==> src/rtl/imem_encoder_loader_if.sv <==
// Field-bundle stream in, instruction-memory write port out.
interface imem_encoder_loader_if;
  logic        in_valid;
  logic        in_ready;
  logic        in_last;
  logic [2:0]  fmt;
  logic [6:0]  opcode;
  logic [4:0]  rd;
  logic [4:0]  rs1;
  logic [4:0]  rs2;
  logic [2:0]  funct3;
  logic        funct7b5;
  logic [31:0] imm;
  logic        mem_we;
  logic [31:0] mem_addr;
  logic [31:0] mem_wdata;

  // Producer of instruction bundles / consumer of memory writes.
  modport master (
    output in_valid, in_last, fmt, opcode, rd, rs1, rs2, funct3, funct7b5, imm,
    input  in_ready, mem_we, mem_addr, mem_wdata
  );

  // The encoder/loader itself.
  modport slave (
    input  in_valid, in_last, fmt, opcode, rd, rs1, rs2, funct3, funct7b5, imm,
    output in_ready, mem_we, mem_addr, mem_wdata
  );
endinterface

==> src/rtl/imem_encoder_loader.sv <==
// Packs RV32I instruction fields into machine words and writes them sequentially
// into instruction memory starting at BASE_ADDR.
module imem_encoder_loader #(
  parameter logic [31:0] BASE_ADDR = 32'h0000_0000,
  parameter int unsigned DEPTH     = 512
) (
  input  logic                     clk,
  input  logic                     reset,
  input  logic                     clear,
  imem_encoder_loader_if.slave     bus,
  output logic [$clog2(DEPTH):0]   count,
  output logic                     done,
  output logic                     err
);

  localparam int unsigned CntW = $clog2(DEPTH) + 1;

  localparam logic [2:0] FmtR = 3'd0;
  localparam logic [2:0] FmtI = 3'd1;
  localparam logic [2:0] FmtS = 3'd2;
  localparam logic [2:0] FmtB = 3'd3;
  localparam logic [2:0] FmtU = 3'd4;
  localparam logic [2:0] FmtJ = 3'd5;

  typedef enum logic [1:0] {StLoad, StFull, StHalt} state_e;

  state_e            state_q, state_d;
  logic [CntW-1:0]   count_q, count_d;
  logic              err_q, err_d;
  logic              done_q, done_d;
  logic              mem_we_q, mem_we_d;
  logic [31:0]       mem_addr_q, mem_addr_d;
  logic [31:0]       mem_wdata_q, mem_wdata_d;

  logic [31:0]       word;
  logic              bad;
  logic              accept;

  // Field packing per instruction format; flags illegal formats and odd branch offsets.
  always_comb begin
    word = '0;
    bad  = 1'b0;
    case (bus.fmt)
      FmtR: word = {1'b0, bus.funct7b5, 5'b0, bus.rs2, bus.rs1, bus.funct3, bus.rd, bus.opcode};
      FmtI: begin
        // Immediate shifts carry funct7 in the upper immediate bits.
        if (bus.opcode == 7'h13 && (bus.funct3 == 3'b001 || bus.funct3 == 3'b101)) begin
          word = {1'b0, bus.funct7b5, 5'b0, bus.imm[4:0], bus.rs1, bus.funct3, bus.rd,
                  bus.opcode};
        end else begin
          word = {bus.imm[11:0], bus.rs1, bus.funct3, bus.rd, bus.opcode};
        end
      end
      FmtS: word = {bus.imm[11:5], bus.rs2, bus.rs1, bus.funct3, bus.imm[4:0], bus.opcode};
      FmtB: begin
        word = {bus.imm[12], bus.imm[10:5], bus.rs2, bus.rs1, bus.funct3, bus.imm[4:1],
                bus.imm[11], bus.opcode};
        bad  = bus.imm[0];
      end
      FmtU: word = {bus.imm[31:12], bus.rd, bus.opcode};
      FmtJ: begin
        word = {bus.imm[20], bus.imm[10:1], bus.imm[11], bus.imm[19:12], bus.rd, bus.opcode};
        bad  = bus.imm[0];
      end
      default: bad = 1'b1;
    endcase
  end

  // Handshake, FSM next state and registered write-port next values.
  always_comb begin
    state_d     = state_q;
    count_d     = count_q;
    err_d       = err_q;
    done_d      = 1'b0;
    mem_we_d    = 1'b0;
    mem_addr_d  = mem_addr_q;
    mem_wdata_d = mem_wdata_q;

    bus.in_ready = (state_q == StLoad) && !clear;
    accept       = bus.in_valid && bus.in_ready;

    if (clear) begin
      state_d    = StLoad;
      count_d    = '0;
      err_d      = 1'b0;
      mem_addr_d = BASE_ADDR;
    end else if (accept) begin
      if (bad) begin
        // Bundle is consumed but never written.
        err_d   = 1'b1;
        state_d = StHalt;
      end else begin
        mem_we_d    = 1'b1;
        mem_addr_d  = BASE_ADDR + (32'(count_q) << 2);
        mem_wdata_d = word;
        count_d     = count_q + CntW'(1);
        done_d      = bus.in_last;
        if (bus.in_last || count_d == CntW'(DEPTH)) begin
          state_d = StFull;
        end
      end
    end
  end

  // State and output registers with synchronous reset.
  always_ff @(posedge clk) begin
    if (reset) begin
      state_q     <= StLoad;
      count_q     <= '0;
      err_q       <= 1'b0;
      done_q      <= 1'b0;
      mem_we_q    <= 1'b0;
      mem_addr_q  <= BASE_ADDR;
      mem_wdata_q <= '0;
    end else begin
      state_q     <= state_d;
      count_q     <= count_d;
      err_q       <= err_d;
      done_q      <= done_d;
      mem_we_q    <= mem_we_d;
      mem_addr_q  <= mem_addr_d;
      mem_wdata_q <= mem_wdata_d;
    end
  end

  assign bus.mem_we    = mem_we_q;
  assign bus.mem_addr  = mem_addr_q;
  assign bus.mem_wdata = mem_wdata_q;
  assign count         = count_q;
  assign done          = done_q;
  assign err           = err_q;

endmodule

==> src/flat_wrapper.sv <==
// flat-port wrapper written by rule: the top's interface ports become plain ports
module imem_encoder_loader_flat 
#(
  parameter logic [31:0] BASE_ADDR = 32'h0000_0000,
  parameter int unsigned DEPTH     = 512
)
  (clk, reset, clear, count, done, err, bus_in_valid, bus_in_last, bus_fmt, bus_opcode, bus_rd, bus_rs1, bus_rs2, bus_funct3, bus_funct7b5, bus_imm, bus_in_ready, bus_mem_we, bus_mem_addr, bus_mem_wdata);
  imem_encoder_loader_if bus_i ();
  input  logic clk;
  input  logic reset;
  input  logic clear;
  output logic [$clog2(DEPTH):0] count;
  output logic done;
  output logic err;
  input wire logic [$bits(bus_i.in_valid)-1:0] bus_in_valid;
  input wire logic [$bits(bus_i.in_last)-1:0] bus_in_last;
  input wire logic [$bits(bus_i.fmt)-1:0] bus_fmt;
  input wire logic [$bits(bus_i.opcode)-1:0] bus_opcode;
  input wire logic [$bits(bus_i.rd)-1:0] bus_rd;
  input wire logic [$bits(bus_i.rs1)-1:0] bus_rs1;
  input wire logic [$bits(bus_i.rs2)-1:0] bus_rs2;
  input wire logic [$bits(bus_i.funct3)-1:0] bus_funct3;
  input wire logic [$bits(bus_i.funct7b5)-1:0] bus_funct7b5;
  input wire logic [$bits(bus_i.imm)-1:0] bus_imm;
  output wire logic [$bits(bus_i.in_ready)-1:0] bus_in_ready;
  output wire logic [$bits(bus_i.mem_we)-1:0] bus_mem_we;
  output wire logic [$bits(bus_i.mem_addr)-1:0] bus_mem_addr;
  output wire logic [$bits(bus_i.mem_wdata)-1:0] bus_mem_wdata;
  assign bus_i.in_valid = bus_in_valid;
  assign bus_i.in_last = bus_in_last;
  assign bus_i.fmt = bus_fmt;
  assign bus_i.opcode = bus_opcode;
  assign bus_i.rd = bus_rd;
  assign bus_i.rs1 = bus_rs1;
  assign bus_i.rs2 = bus_rs2;
  assign bus_i.funct3 = bus_funct3;
  assign bus_i.funct7b5 = bus_funct7b5;
  assign bus_i.imm = bus_imm;
  assign bus_in_ready = bus_i.in_ready;
  assign bus_mem_we = bus_i.mem_we;
  assign bus_mem_addr = bus_i.mem_addr;
  assign bus_mem_wdata = bus_i.mem_wdata;
  imem_encoder_loader #(.BASE_ADDR(BASE_ADDR), .DEPTH(DEPTH)) u_core (.clk(clk), .reset(reset), .clear(clear), .bus(bus_i), .count(count), .done(done), .err(err));
endmodule
==> config.mk <==
export PLATFORM = sky130hd
export DESIGN_NAME = imem_encoder_loader_flat
export DESIGN_NICKNAME = d
export VERILOG_FILES = /design/src/rtl/imem_encoder_loader_if.sv /design/src/rtl/imem_encoder_loader.sv /design/src/flat_wrapper.sv
export SDC_FILE = /design/constraint.sdc
export NUM_CORES = 1
export LEC_CHECK = 0
export ABC_AREA = 1
export CORE_MARGIN = 2
export CORE_UTILIZATION = 40
export DETAILED_ROUTE_END_ITERATION = 12
export PLACE_DENSITY = 0.79
export SYNTH_ARGS = -nofsm -noshare
export SYNTH_HDL_FRONTEND = slang
export SYNTH_SLANG_ARGS = --single-unit
==> constraint.sdc <==
create_clock -name clk -period 1.95 [get_ports clk]
set_input_delay 0.585 -clock clk [delete_from_list [all_inputs] [get_ports clk]]
set_output_delay 0.585 -clock clk [all_outputs]
set_load 0.03 [all_outputs]
* Word level (Yosys, flattened, before mapping) *
Index checks and enable logic that the tools add are counted.

cells by class
  shifts and indexed selects = 0
  $lt $le $gt $ge = 0
  $mul = 0
  div/mod/pow operators = 0
  reduce and logical (&&, ||, !) cells = 18
  muxes and demuxes = 6
  $add $sub $neg = 1
  bitwise logic cells = 3
  equal/unequal tests = 9

operator list
  kind                     count
  $pmux W32 S6             1
  $mux W32                 1
  $add A10 B1 Y10 const B  1
  $eq A10 B10 Y1 const B   1
  $eq A3 B3 Y1 const B     3
  $reduce_or A4 Y1         2
  $eq A7 B5 Y1 const B     1
  $eq A3 B1 Y1 const B     2
  $eq A3 B2 Y1 const B     2
  $reduce_and A2 Y1        3
  $mux W2                  2
  $reduce_or A2 Y1         2
  $logic_and A1 B1 Y1      3
  $logic_not A3 Y1         1
  $not A1 Y1               3
  $reduce_and A3 Y1        1
  $reduce_or A3 Y1         1
  $logic_not A2 Y1         1
  $logic_or A1 B1 Y1       2
  $pmux W1 S2              1
  $reduce_bool A2 Y1       1
  $logic_not A1 Y1         1
  $mux W1                  1

word-level totals
  latch bits = 0
  word-level logic and storage cells = 44
  memory bits (read-only) = 0
  RAM bits = 0
  output and inout bits = 78
  memories = 0
  input bits = 66
  flip-flop bits (word level) = 57

* Depth between registers and ports, before layout *
Gate-level depths: netlist (run 1).

  word-level depth = 5
  depth in mapped cells = 11
  depth with buffers taken out = 11

* Least setup slack after synthesis (run 1) *
No wires, ideal clock.

  path kind = input-to-reg
  start point = in clear
  end point = reg u_core.count_q[4] (netlist: u_core.count[4])
  path slack = 8 ps
  arrival = 1811 ps
  setup time = 131 ps
  stages = 7
  data required time = 1819 ps
  path through = nor3_2 > and2_2 > nand2_8 > inv_8 > buf_8 > buf_6 > a31oi_2

on the way
  word-level cells in the longest chain between the ends = 4
  elaborated cells between the ends (all ways) = 5
  those cells by class = reduce/logical (5)

RTL lines
  item                                RTL line                    source
  from (decl)                         flat_wrapper.sv:11          input logic clear;
  $logic_not A1 Y1                    imem_encoder_loader.sv:79   bus.in_ready = (state_q == StLoad) && !clear;
  $logic_and A1 B1 Y1                 imem_encoder_loader.sv:79
  $logic_and A1 B1 Y1                 imem_encoder_loader.sv:80   accept = bus.in_valid && bus.in_ready;
  $reduce_and A2 Y1 (no source line)  --
  to (signal assigned)                imem_encoder_loader.sv:117  count_q <= count_d;
  to (decl)                           imem_encoder_loader.sv:28   logic [CntW-1:0] count_q, count_d;

Parallel ways exist; a longest one is shown, timed or not.
A chain may end at the register's enable or synchronous reset.

* Worst setup path after layout (run 1) *
  start point = reg u_core.mem_wdata_q[18] (netlist: u_core.bus.mem_wdata[18])
  end point = out bus_mem_wdata[18]

RTL lines
  item                    RTL line                    source
  from (decl)             imem_encoder_loader.sv:33   logic [31:0] mem_wdata_q, mem_wdata_d;
  from (signal assigned)  imem_encoder_loader.sv:122  mem_wdata_q <= mem_wdata_d;
  to (decl)               flat_wrapper.sv:28          output wire logic [$bits(bus_i.mem_wdata)-1:0] bus_mem_wdata;

No word-level cell between the ends.

==> qor.log, run 1 <==
qor: status.outcome completed
qor: global_routing.grt_first_pass_wirelength 12.8 mm
qor: floorplanning.floorplan.initialDensity 41.5%
qor: setup_path.timing.critical_path.arrival 1.33 ns
qor: logic_synthesis.synth-seq-area-share 40.3%
qor: clock_tree.cts_max_path_buffers 2
qor: finish.share_of_the_core_filled_with_cells 65.5%
qor: flow_run.drv_cap 0
qor: setup_path.worstPathMaxFanout 2
qor: drt.drt_pass1_iterations 5
qor: placement.dp_slack -0.295 ns
qor: setup_path.critical_path.cell_chain clkdlybuf4s50_1
qor: finish.antenna-diode-count 0
qor: clock_tree.cts_buffers 9
qor: global_routing.antenna_found_initial 0
qor: drt.routed_via_density 4.83
qor: clock_tree.tritoncts built
qor: finish.multi_input_area 0.00137 mm2
qor: sta.maxSlewViolCount 0
qor: logic_synthesis.yosys.cell_types.count 33
qor: setup_path.critPathTopFamily buffers and inverters
qor: drt.routed-via-count 2993
qor: drt.routedWlPerCell 13.2 um
qor: logic_synthesis.netlist_area 0.00283 mm2
qor: sta.report.final.setup_viol 0
qor: placement.routabilityCongestion 0.871
qor: floorplanning.fp.dieH 88.2 um
qor: logic_synthesis.yosys_warnings 0
qor: drt.drt.antenna.violating_nets 0
qor: pwr.power.density 652 mW/mm2
qor: setup_path.critPathRequiredTime 1.36 ns
qor: sta.fmax 522 MHz
qor: pwr.cell_internal_pwr 2060 uW
qor: logic_synthesis.synth_area_leader_cell sky130_fd_sc_hd__dfxtp_1
qor: finish.ff_latch_area 0.00114 mm2
qor: logic_synthesis.synth-seq-cells 57
qor: finish.fillers 594
qor: pwr.power.switching 860 uW
qor: drt.drt_drc_violations_left 0
qor: sta.finalHoldViolations 0
qor: setup_path.start_kind flip-flop
qor: clock_tree.clk_transition_reported_paths 0.06 ns
qor: drt.drt-initial-drc-count 132
qor: pwr.clock_power_share 33.2%
qor: sta.fin_crit 1.92 ns
qor: logic_synthesis.synth_area_per_cell 7.53 um2
qor: clock_tree.number_of_clock_sinks 57
qor: sta.grt_setup_unrepaired false
qor: floorplanning.die_area 0.00777 mm2
qor: finish.ratio_of_cells_with_drive_above_1_in_the_final_layout 13.2%
qor: sta.setup_ws 0.0345 ns
qor: pwr.sequentialPowerShare 42.9%
qor: global_routing.grt_start_max_net_pins 33
qor: placement.dp_hpwl 6.12 mm
qor: logic_synthesis.netlist_instances 376
qor: sta.post_route_clock_period_utilization 98.2%
qor: clock_tree.number_of_setup_buffers_added_after_cts 0
qor: drt.postRouteWirelength 8.16 mm
qor: setup_path.setup.worst_path.class reg2out
qor: global_routing.grtUsageTotal 21.3%
qor: pwr.share_comb_of_total_power 24.0%
qor: sta.clock_skew 0.00576 ns
qor: floorplanning.io_pins 144
qor: clock_tree.clock_root_buffer sky130_fd_sc_hd__clkbuf_8
qor: logic_synthesis.cell_types_with_the_largest_area_share_after_synthesis sky130_fd_sc_hd__dfxtp_1 (40%), sky130_fd_sc_hd__nand2_1 (11%), sky130_fd_sc_hd__o21ai_0 (6.9%)
qor: pwr.power_leakage 0.00231 uW
qor: setup_path.timing.critical_path.to_type output port
qor: global_routing.grt_overflow 0
qor: finish.area_growth_syn_to_layout 57.9%
qor: finish.fin_nets 586
qor: global_routing.via_count_of_the_first_global_routing_pass 2794
qor: setup_path.cp.buffers_inverters 1
qor: clock_tree.worst_skew_pair.late_latency 0.33 ns
qor: clock_tree.cts.htree.levels 3
qor: placement.portBuffers 121
qor: floorplanning.placement_rows 30
qor: setup_path.critical-path-slowest-cell sky130_fd_sc_hd__clkdlybuf4s50_1
qor: logic_synthesis.synth_top_area_share 40.3%
qor: setup_path.cp_slowest_stage_delay 0.67 ns
qor: floorplanning.core_area 0.00683 mm2
qor: pwr.power_switching_share 29.5%
qor: min_path.timing.hold.worst.class reg2reg
qor: floorplanning.die_w 88.2 um
qor: pwr.vdd_drop_max 0.000418 V
cell usage after synthesis (all sizes together):
cell / number
inv: 26
clkinv: 1
clkbuf: 4
a211oi: 2
dfxtp: 57
nor2: 42
nand3: 19
and2: 2
a41oi: 4
buf: 34
ha: 1
o21ai: 52
conb: 1
nor4: 1
xor2: 1
and3: 1
a31oi: 16
a21oi: 29
nand2: 81
nor3: 2
power groups by stage:
stage               registers (uW)  clock network (uW)  logic, uW
global route                  1260                1040        751
CTS                           1250                 989        705
finish                        1250                 968        699
detailed placement            1280                   0        710
global placement              1280                   0        701
floorplan                     1380                   0        297
cells in the final DEF, fill, tap and decap left out, drive strengths merged:
master,count
a211oi,2
a21oi,29
a31oi,16
a41oi,4
and2,2
and3,1
buf,29
clkbuf,13
clkdlybuf4s50,72
clkinv,4
conb,22
dfxtp,57
dlygate4sd2,18
dlymetal6s2s,30
ha,1
inv,26
nand2,81
nand3,19
nor2,42
nor3,2
nor4,1
o21ai,52
xor2,1
flip-flops by register name, indices dropped and copies added, names as in the netlist:
register,count
u_core.err,1
u_core.state_q,2
u_core.bus.mem_we,1
u_core.bus.mem_addr,10
u_core.bus.mem_wdata,32
u_core.done,1
u_core.count,10
worst min-delay path, delay by kind of cell, from the launching register on:
family	cells	cell delay, ns
buffers and inverters	1	0.05
flip-flops	1	0.31
AO/OA/AOI/OAI	1	0.06
area by class of cell:
| class | instances | area share [%] |
|---|---|---|
| clock buffers | 13 | 3.55 |
| clock inverters | 3 | 0.336 |
| inverters | 27 | 2.43 |
| multi-input cells | 275 | 30.6 |
| flip-flops and latches | 57 | 25.5 |
| well taps | 96 | 2.69 |
| repair buffers | 149 | 34.9 |
worst paths after layout:
check / from / endpoint / slack (ns) / cells after the start
max: u_core.bus.mem_wdata[18] / bus_mem_wdata[18] / 0.03 / 1
min: u_core.err / u_core.err / 0.47 / 2
max reg2reg: u_core.count[1] / u_core.state_q[0] / 0.24 / 11
min reg2reg: u_core.err / u_core.err / 0.47 / 2
layer usage:
metal | track usage (%) | vias up | part of all wire, %
met5 | 0 | - | 0
met4 | 7.99 | 0 | 1.7
met3 | 5.18 | 14 | 6.3
met2 | 36.2 | 133 | 48
met1 | 26.1 | 1347 | 44
li1 | - | 1499 | -
through the flow:
stage | total power (uW) | setup TNS [ns] | hold WS (ns) | area [um2] | cells
floorplan | 1680 | 0 | 0.441 | 2910 | 397
global placement | 1980 | -7.48 | 0.450 | 4250 | 604
detailed placement | 1990 | -10.48 | 0.453 | 4250 | 604
CTS | 2950 | 0 | 0.468 | 4400 | 620
global route | 3050 | 0 | 0.492 | 4470 | 620
finish | 2920 | 0 | 0.468 | 4470 | 620
what timing repair did:
| item | in CTS | in global routing |
|---|---|---|
| pin swaps | 1 | 0 |
| hold buffers | 0 | 0 |
| hold endpoints to repair | 0 | 0 |
| resized for setup | 18 | 31 |
| endpoints found under the setup margin | 18 | 31 |
kinds of logic after synthesis:
group / after synthesis / synth area share, %
AOI/OAI and AO/OA: 103 / 22.7
DFF: 57 / 40.3
adders and majority gates: 1 / 0.442
buffers and inverters: 65 / 14.2
and+or+nand+nor: 148 / 22.0
xor gates and xnor gates: 1 / 0.309
other: 1 / 0.132
Note: power is estimated with default switching activity, not from simulation.
==> run 2: changes to the inputs <==
CORE_MARGIN = unset   (was 2)
PLACE_DENSITY = 0.8   (was 0.79)
==> qor.log, run 2 (synthesized netlist as in run 1, its figures left out) <==
qor: setup_path.critPathTopFamily buffers and inverters [unchanged]
qor: sta.finalHoldViolations 0 [unchanged]
qor: finish.area_growth_syn_to_layout 57.9% [about the same]
qor: finish.fin_nets 589 [was 586]
qor: clock_tree.number_of_setup_buffers_added_after_cts 0 [unchanged]
qor: pwr.power_leakage 0.00222 uW [was 0.00231 uW]
qor: clock_tree.tritoncts built [unchanged]
qor: sta.clock_skew 0.00967 ns [was 0.00576 ns]
qor: finish.ratio_of_cells_with_drive_above_1_in_the_final_layout 14.4% [was 13.2%]
qor: drt.met2WireLength 3.92 mm [was 3.95 mm]
qor: drt.top_layer met4 [unchanged]
qor: placement.routabilityCongestion 0.805 [was 0.871]
qor: min_path.timing.hold.worst.class reg2reg [unchanged]
qor: floorplanning.die_w 86.2 um [was 88.2 um]
qor: global_routing.grt_start_max_net_pins 33 [unchanged]
qor: finish.final_common_cell sky130_fd_sc_hd__nand2_1 [unchanged]
qor: clock_tree.cts_buffers 9 [unchanged]
qor: setup_path.cp_slowest_stage_delay 0.68 ns [was 0.67 ns]
qor: status.outcome completed [unchanged]
qor: finish.fillers 601 [was 594]
qor: setup_path.cp.buffers_inverters 1 [unchanged]
qor: floorplanning.die_area 0.00742 mm2 [was 0.00777 mm2]
qor: clock_tree.number_of_clock_sinks 57 [unchanged]
qor: clock_tree.worst_skew_pair.late_latency 0.33 ns [about the same]
qor: placement.numPlacedInstances 606 [was 604]
qor: floorplanning.fp.dieH 86.2 um [was 88.2 um]
qor: placement.portBuffers 121 [unchanged]
qor: sta.fin_crit 1.92 ns [about the same]
qor: setup_path.start_kind flip-flop [unchanged]
qor: clock_tree.clk_transition_reported_paths 0.06 ns [about the same]
qor: clock_tree.holdBufCountCts 0 [unchanged]
qor: drt.drt_pass1_iterations 4 [was 5]
qor: sta.fmax 521 MHz [was 522 MHz]
qor: drt.drt.antenna.violating_nets 0 [unchanged]
qor: global_routing.grtUsageTotal 22.3% [was 21.3%]
qor: pwr.vdd_drop_max 0.000442 V [was 0.000418 V]
qor: global_routing.grt_first_pass_wirelength 13.0 mm [was 12.8 mm]
qor: finish.ff_latch_area 0.00114 mm2 [unchanged]
qor: placement.dp_slack -0.221 ns [was -0.295 ns]
qor: clock_tree.cts.htree.levels 3 [unchanged]
qor: drt.postRouteWirelength 8.19 mm [was 8.16 mm]
qor: setup_path.timing.critical_path.arrival 1.33 ns [about the same]
qor: setup_path.setup.worst_path.class reg2out [unchanged]
qor: finish.multi_input_area 0.00137 mm2 [about the same]
qor: finish.layout.cells.non_filler 623 [was 620]
qor: drt.wl_met3 502 um [was 515 um]
qor: pwr.power.density 699 mW/mm2 [was 652 mW/mm2]
qor: drt.drt_drc_violations_left 0 [unchanged]
qor: drt.routedWlPerCell 13.2 um [about the same]
qor: setup_path.worstPathMaxFanout 2 [unchanged]
qor: global_routing.via_count_of_the_first_global_routing_pass 2899 [was 2794]
qor: drt.routed_via_density 4.81 [was 4.83]
qor: finish.most_frequent_cells_in_the_layout sky130_fd_sc_hd__nand2_1 (79), sky130_fd_sc_hd__clkdlybuf4s50_1 (75), sky130_fd_sc_hd__dfxtp_1 (57) [was sky130_fd_sc_hd__nand2_1 (80), sky130_fd_sc_hd__clkdlybuf4s50_1 (72), sky130_fd_sc_hd__dfxtp_1 (57)]
qor: finish.antenna-diode-count 0 [unchanged]
qor: global_routing.antenna_found_initial 0 [unchanged]
qor: global_routing.grt_overflow 0 [unchanged]
qor: sta.hold_slack 0.470 ns [was 0.468 ns]
qor: flow_run.drv_cap 0 [unchanged]
qor: setup_path.critical_path.cell_chain clkdlybuf4s50_1 [unchanged]
qor: sta.post_route_clock_period_utilization 98.4% [was 98.2%]
qor: sta.setup_ws 0.0317 ns [was 0.0345 ns]
qor: finish.largest_register_ffs 32 [unchanged]
qor: setup_path.critical-path-slowest-cell sky130_fd_sc_hd__clkdlybuf4s50_1 [unchanged]
qor: floorplanning.core_area 0.00683 mm2 [unchanged]
qor: placement.dp_hpwl 6.07 mm [was 6.12 mm]
qor: sta.maxSlewViolCount 0 [unchanged]
qor: drt.detail_route.wirelength.met1 3.58 mm [was 3.55 mm]
qor: drt.routed-via-count 2997 [was 2993]
qor: floorplanning.placement_rows 30 [unchanged]
qor: setup_path.timing.critical_path.to_type output port [unchanged]
qor: finish.share_of_the_core_filled_with_cells 65.5% [about the same]
qor: drt.drt-initial-drc-count 143 [was 132]
qor: clock_tree.cts_max_path_buffers 2 [unchanged]
qor: floorplanning.floorplan.initialDensity 41.5% [unchanged]
qor: setup_path.critPathRequiredTime 1.36 ns [about the same]
qor: floorplanning.io_pins 144 [unchanged]
qor: clock_tree.clock_root_buffer sky130_fd_sc_hd__clkbuf_8 [unchanged]
qor: sta.grt_setup_unrepaired false [unchanged]
qor: sta.report.final.setup_viol 0 [unchanged]
## run 2: final timing paths
kind / startpoint / to / slack (ns) / cells after the start
setup / recovery: u_core.bus.mem_wdata[3] / bus_mem_wdata[3] / 0.03 / 1
hold / removal: u_core.bus.mem_wdata[7] / u_core.bus.mem_wdata[7] / 0.47 / 2
setup reg to reg: u_core.count[0] / u_core.state_q[0] / 0.30 / 9
hold reg to reg: u_core.bus.mem_wdata[7] / u_core.bus.mem_wdata[7] / 0.47 / 2
## run 2: area by class of cell
cell class,instances,share of cell area (%)
Timing Repair Buffer,151,33.8
Multi-Input combinational cell,275,30.7
Sequential cell,57,25.5
Clock buffer,10,2.85
Tap cell,96,2.69
Inverter,27,2.52
Clock inverter,6,1.85
Timing Repair inverter,1,0.112
## run 2: layer usage
| metal | track usage (%) | vias to the layer above |
|---|---|---|
| met5 | 0 | - |
| met4 | 11.5 | 0 |
| met3 | 5.39 | 17 |
| met2 | 37.5 | 118 |
| met1 | 26.4 | 1363 |
| li1 | - | 1499 |
## run 2: power by group
part           leakage, uW  internal [uW]  switching, uW  total [uW]
clock network     0.000106            712            468        1180
registers         0.000465           1220           30.2        1250
logic              0.00165            306            390         696
## run 2: what timing repair did
| item | 4_1_cts | 5_1_grt |
|---|---|---|
| endpoints found under the hold margin | 0 | 0 |
| gates resized for setup | 23 | 25 |
| cloned | 0 | 1 |
| pin swaps | 1 | 0 |
| endpoints found under the setup margin | 23 | 24 |
## run 2: stage by stage
| step | total power, uW | TNS, ns | cell area [um2] |
|---|---|---|---|
| 4_1_cts | 3150 | 0 | 4400 |
| 2_1_floorplan | 1680 | 0 | 2910 |
| 3_3_place_gp | 1970 | -5.01 | 4220 |
| 5_1_grt | 3260 | 0 | 4470 |
| 6_report | 3130 | 0 | 4470 |
| 3_5_place_dp | 1980 | -7.65 | 4220 |
==> run 3: changes to the inputs <==
--- a/constraint.sdc
+++ b/constraint.sdc
@@ -3,2 +3,2 @@
 set_output_delay 0.585 -clock clk [all_outputs]
-set_load 0.03 [all_outputs]
+set_load 0.01 [all_outputs]
==> qor.log, run 3 (synthesized netlist as in run 1, its figures left out) <==
qor: drt.drt_pass1_iterations 4 [unchanged]
qor: pwr.vdd_drop_max 0.000522 V [was 0.000442 V]
qor: sta.grt_setup_unrepaired false [unchanged]
qor: sta.fmax 530 MHz [was 521 MHz]
qor: finish.largest_register_ffs 32 [unchanged]
qor: clock_tree.cts_buffers 9 [unchanged]
qor: global_routing.antenna_found_initial 0 [unchanged]
qor: pwr.power_leakage 0.00179 uW [was 0.00222 uW]
qor: sta.post_route_clock_period_utilization 96.8% [was 98.4%]
qor: finish.antenna-diode-count 0 [unchanged]
qor: sta.report.final.setup_viol 0 [unchanged]
qor: drt.routedWlPerCell 12.8 um [was 13.2 um]
qor: drt.drt_drc_violations_left 0 [unchanged]
qor: flow_run.drv_cap 0 [unchanged]
qor: global_routing.grt_start_max_net_pins 33 [unchanged]
qor: floorplanning.placement_rows 30 [unchanged]
qor: global_routing.most_crowded_layer_after_global_routing met2 [unchanged]
qor: clock_tree.number_of_setup_buffers_added_after_cts 0 [unchanged]
qor: drt.routed-via-count 2994 [was 2997]
qor: finish.final_common_cell sky130_fd_sc_hd__clkdlybuf4s50_1 [was sky130_fd_sc_hd__nand2_1]
qor: clock_tree.cts_max_path_buffers 2 [unchanged]
qor: sta.maxSlewViolCount 0 [unchanged]
qor: finish.ratio_of_cells_with_drive_above_1_in_the_final_layout 13.9% [was 14.4%]
qor: setup_path.critical-path-slowest-cell sky130_fd_sc_hd__clkdlybuf4s50_1 [unchanged]
qor: setup_path.timing.critical_path.arrival 1.30 ns [was 1.33 ns]
qor: setup_path.timing.critical_path.to_type output port [unchanged]
qor: floorplanning.io_pins 144 [unchanged]
qor: clock_tree.clock_root_buffer sky130_fd_sc_hd__clkbuf_8 [unchanged]
qor: floorplanning.floorplan.initialDensity 41.5% [unchanged]
qor: sta.setup_ws 0.0620 ns [was 0.0317 ns]
qor: placement.routabilityCongestion 0.806 [was 0.805]
qor: global_routing.met3_capacity_usage_during_global_routing 4.04% [was 5.39%]
qor: clock_tree.number_of_clock_sinks 57 [unchanged]
qor: floorplanning.die_w 86.2 um [unchanged]
qor: sta.hold_slack 0.454 ns [was 0.470 ns]
qor: setup_path.worstPathMaxFanout 5 [was 2]
qor: placement.post_dp_cell_area 0.00422 mm2 [about the same]
qor: finish.ff_latch_area 0.00114 mm2 [about the same]
qor: drt.postRouteWirelength 7.97 mm [was 8.19 mm]
qor: global_routing.grtUsageMet1 27.2% [was 26.4%]
qor: status.outcome completed [unchanged]
qor: clock_tree.tritoncts built [unchanged]
qor: floorplanning.die_area 0.00742 mm2 [unchanged]
qor: finish.area_growth_syn_to_layout 58.7% [was 57.9%]
qor: setup_path.setup.worst_path.class reg2out [unchanged]
qor: global_routing.grtUsageTotal 22.5% [was 22.3%]
qor: sta.clock_skew 0.0114 ns [was 0.00967 ns]
qor: setup_path.critPathRequiredTime 1.36 ns [about the same]
qor: setup_path.critPathTopFamily buffers and inverters [unchanged]
qor: finish.most_frequent_cells_in_the_layout sky130_fd_sc_hd__clkdlybuf4s50_1 (118), sky130_fd_sc_hd__nand2_1 (80), sky130_fd_sc_hd__dfxtp_1 (56) [was sky130_fd_sc_hd__nand2_1 (79), sky130_fd_sc_hd__clkdlybuf4s50_1 (75), sky130_fd_sc_hd__dfxtp_1 (57)]
qor: drt.drt-initial-drc-count 176 [was 143]
qor: placement.portBuffers 121 [unchanged]
qor: finish.fin_nets 587 [was 589]
qor: finish.fillers 596 [was 601]
qor: finish.layout.cells.non_filler 621 [was 623]
qor: pwr.power.density 747 mW/mm2 [was 699 mW/mm2]
qor: sta.fin_tns_setup 0 ns [unchanged]
qor: placement.dp_slack -0.353 ns [was -0.221 ns]
qor: sta.fin_crit 1.89 ns [was 1.92 ns]
qor: sta.finalHoldViolations 0 [unchanged]
qor: setup_path.start_kind flip-flop [unchanged]
qor: placement.numPlacedInstances 605 [was 606]
qor: global_routing.via_count_of_the_first_global_routing_pass 2944 [was 2899]
qor: drt.routed_via_density 4.82 [was 4.81]
qor: clock_tree.cts.htree.levels 3 [unchanged]
qor: finish.multi_input_area 0.00137 mm2 [about the same]
qor: setup_path.cp.buffers_inverters 1 [unchanged]
qor: drt.drt.antenna.violating_nets 0 [unchanged]
qor: finish.post-route-cell-area 0.00450 mm2 [was 0.00447 mm2]
qor: global_routing.grt_overflow 0 [unchanged]
qor: floorplanning.core_area 0.00683 mm2 [unchanged]
qor: clock_tree.worst_skew_pair.late_latency 0.33 ns [about the same]
qor: global_routing.grt_first_pass_wirelength 13.3 mm [was 13.0 mm]
qor: floorplanning.fp.dieH 86.2 um [unchanged]
qor: setup_path.critical_path.cell_chain clkdlybuf4s50_1 [unchanged]
qor: min_path.timing.hold.worst.class reg2reg [unchanged]
qor: clock_tree.holdBufCountCts 0 [unchanged]
qor: clock_tree.clk_transition_reported_paths 0.07 ns [was 0.06 ns]
qor: global_routing.grt_util_met2 39.6% [was 37.5%]
qor: setup_path.cp_slowest_stage_delay 0.57 ns [was 0.68 ns]
qor: placement.dp_hpwl 5.97 mm [was 6.07 mm]
[run 3: changes by cell type in the layout (fill, tap and decap cells not counted), moves of 2 or more]
| cell | previous run | this run |
|---|---|---|
| sky130_fd_sc_hd__bufinv_16 | 2 | 4 |
| sky130_fd_sc_hd__clkinv_2 | 3 | 1 |
| sky130_fd_sc_hd__clkdlybuf4s50_1 | 75 | 118 |
| sky130_fd_sc_hd__clkinvlp_4 | 2 | 0 |
| sky130_fd_sc_hd__dlygate4sd2_1 | 23 | 0 |
| sky130_fd_sc_hd__dlymetal6s2s_1 | 22 | 2 |
| sky130_fd_sc_hd__clkbuf_8 | 9 | 11 |
| sky130_fd_sc_hd__buf_4 | 27 | 25 |
[run 3: final cells by class]
| cell class | count | area share (%) |
|---|---|---|
| inverters | 27 | 2.42 |
| clock buffers | 11 | 3.37 |
| flip-flops and latches | 57 | 25.4 |
| repair buffers | 150 | 32.9 |
| multi-input cells | 275 | 30.4 |
| well taps | 96 | 2.67 |
| clock inverters | 5 | 2.78 |
[run 3: worst paths after layout]
path                    from           endpoint  slack (ns)  cells after the start
max          u_core.count[1]           count[1]        0.06                      1
min reg2reg       u_core.err         u_core.err        0.45                      2
min               u_core.err         u_core.err        0.45                      2
max reg2reg  u_core.count[1]  u_core.state_q[0]        0.31                     11
[run 3: per-stage QoR]
step,total power [uW],utilization [%]
floorplan,1560,-
finish,3360,65.8
detailed placement,1860,61.7
CTS,3380,65.7
global route,3490,65.8
global placement,1840,61.7
[run 3: metal layers]
| metal | routed length, um | share of wire, % |
|---|---|---|
| met3 | 512 | 6.4 |
| met2 | 3960 | 50 |
| met1 | 3350 | 42 |
| met4 | 146 | 1.8 |
| met5 | 0 | 0 |
[run 3: report_power, final]
group / internal (uW) / switching, uW
registers: 1220 / 31.0
clock network: 1050 / 479
logic: 318 / 263
total: 2590 / 773
[run 3: repair_timing]
item,4_1_cts,5_1_grt
pin swaps,0,1
endpoints found under the hold margin,0,0
endpoints found under the setup margin,2,26
resized for setup,5,3
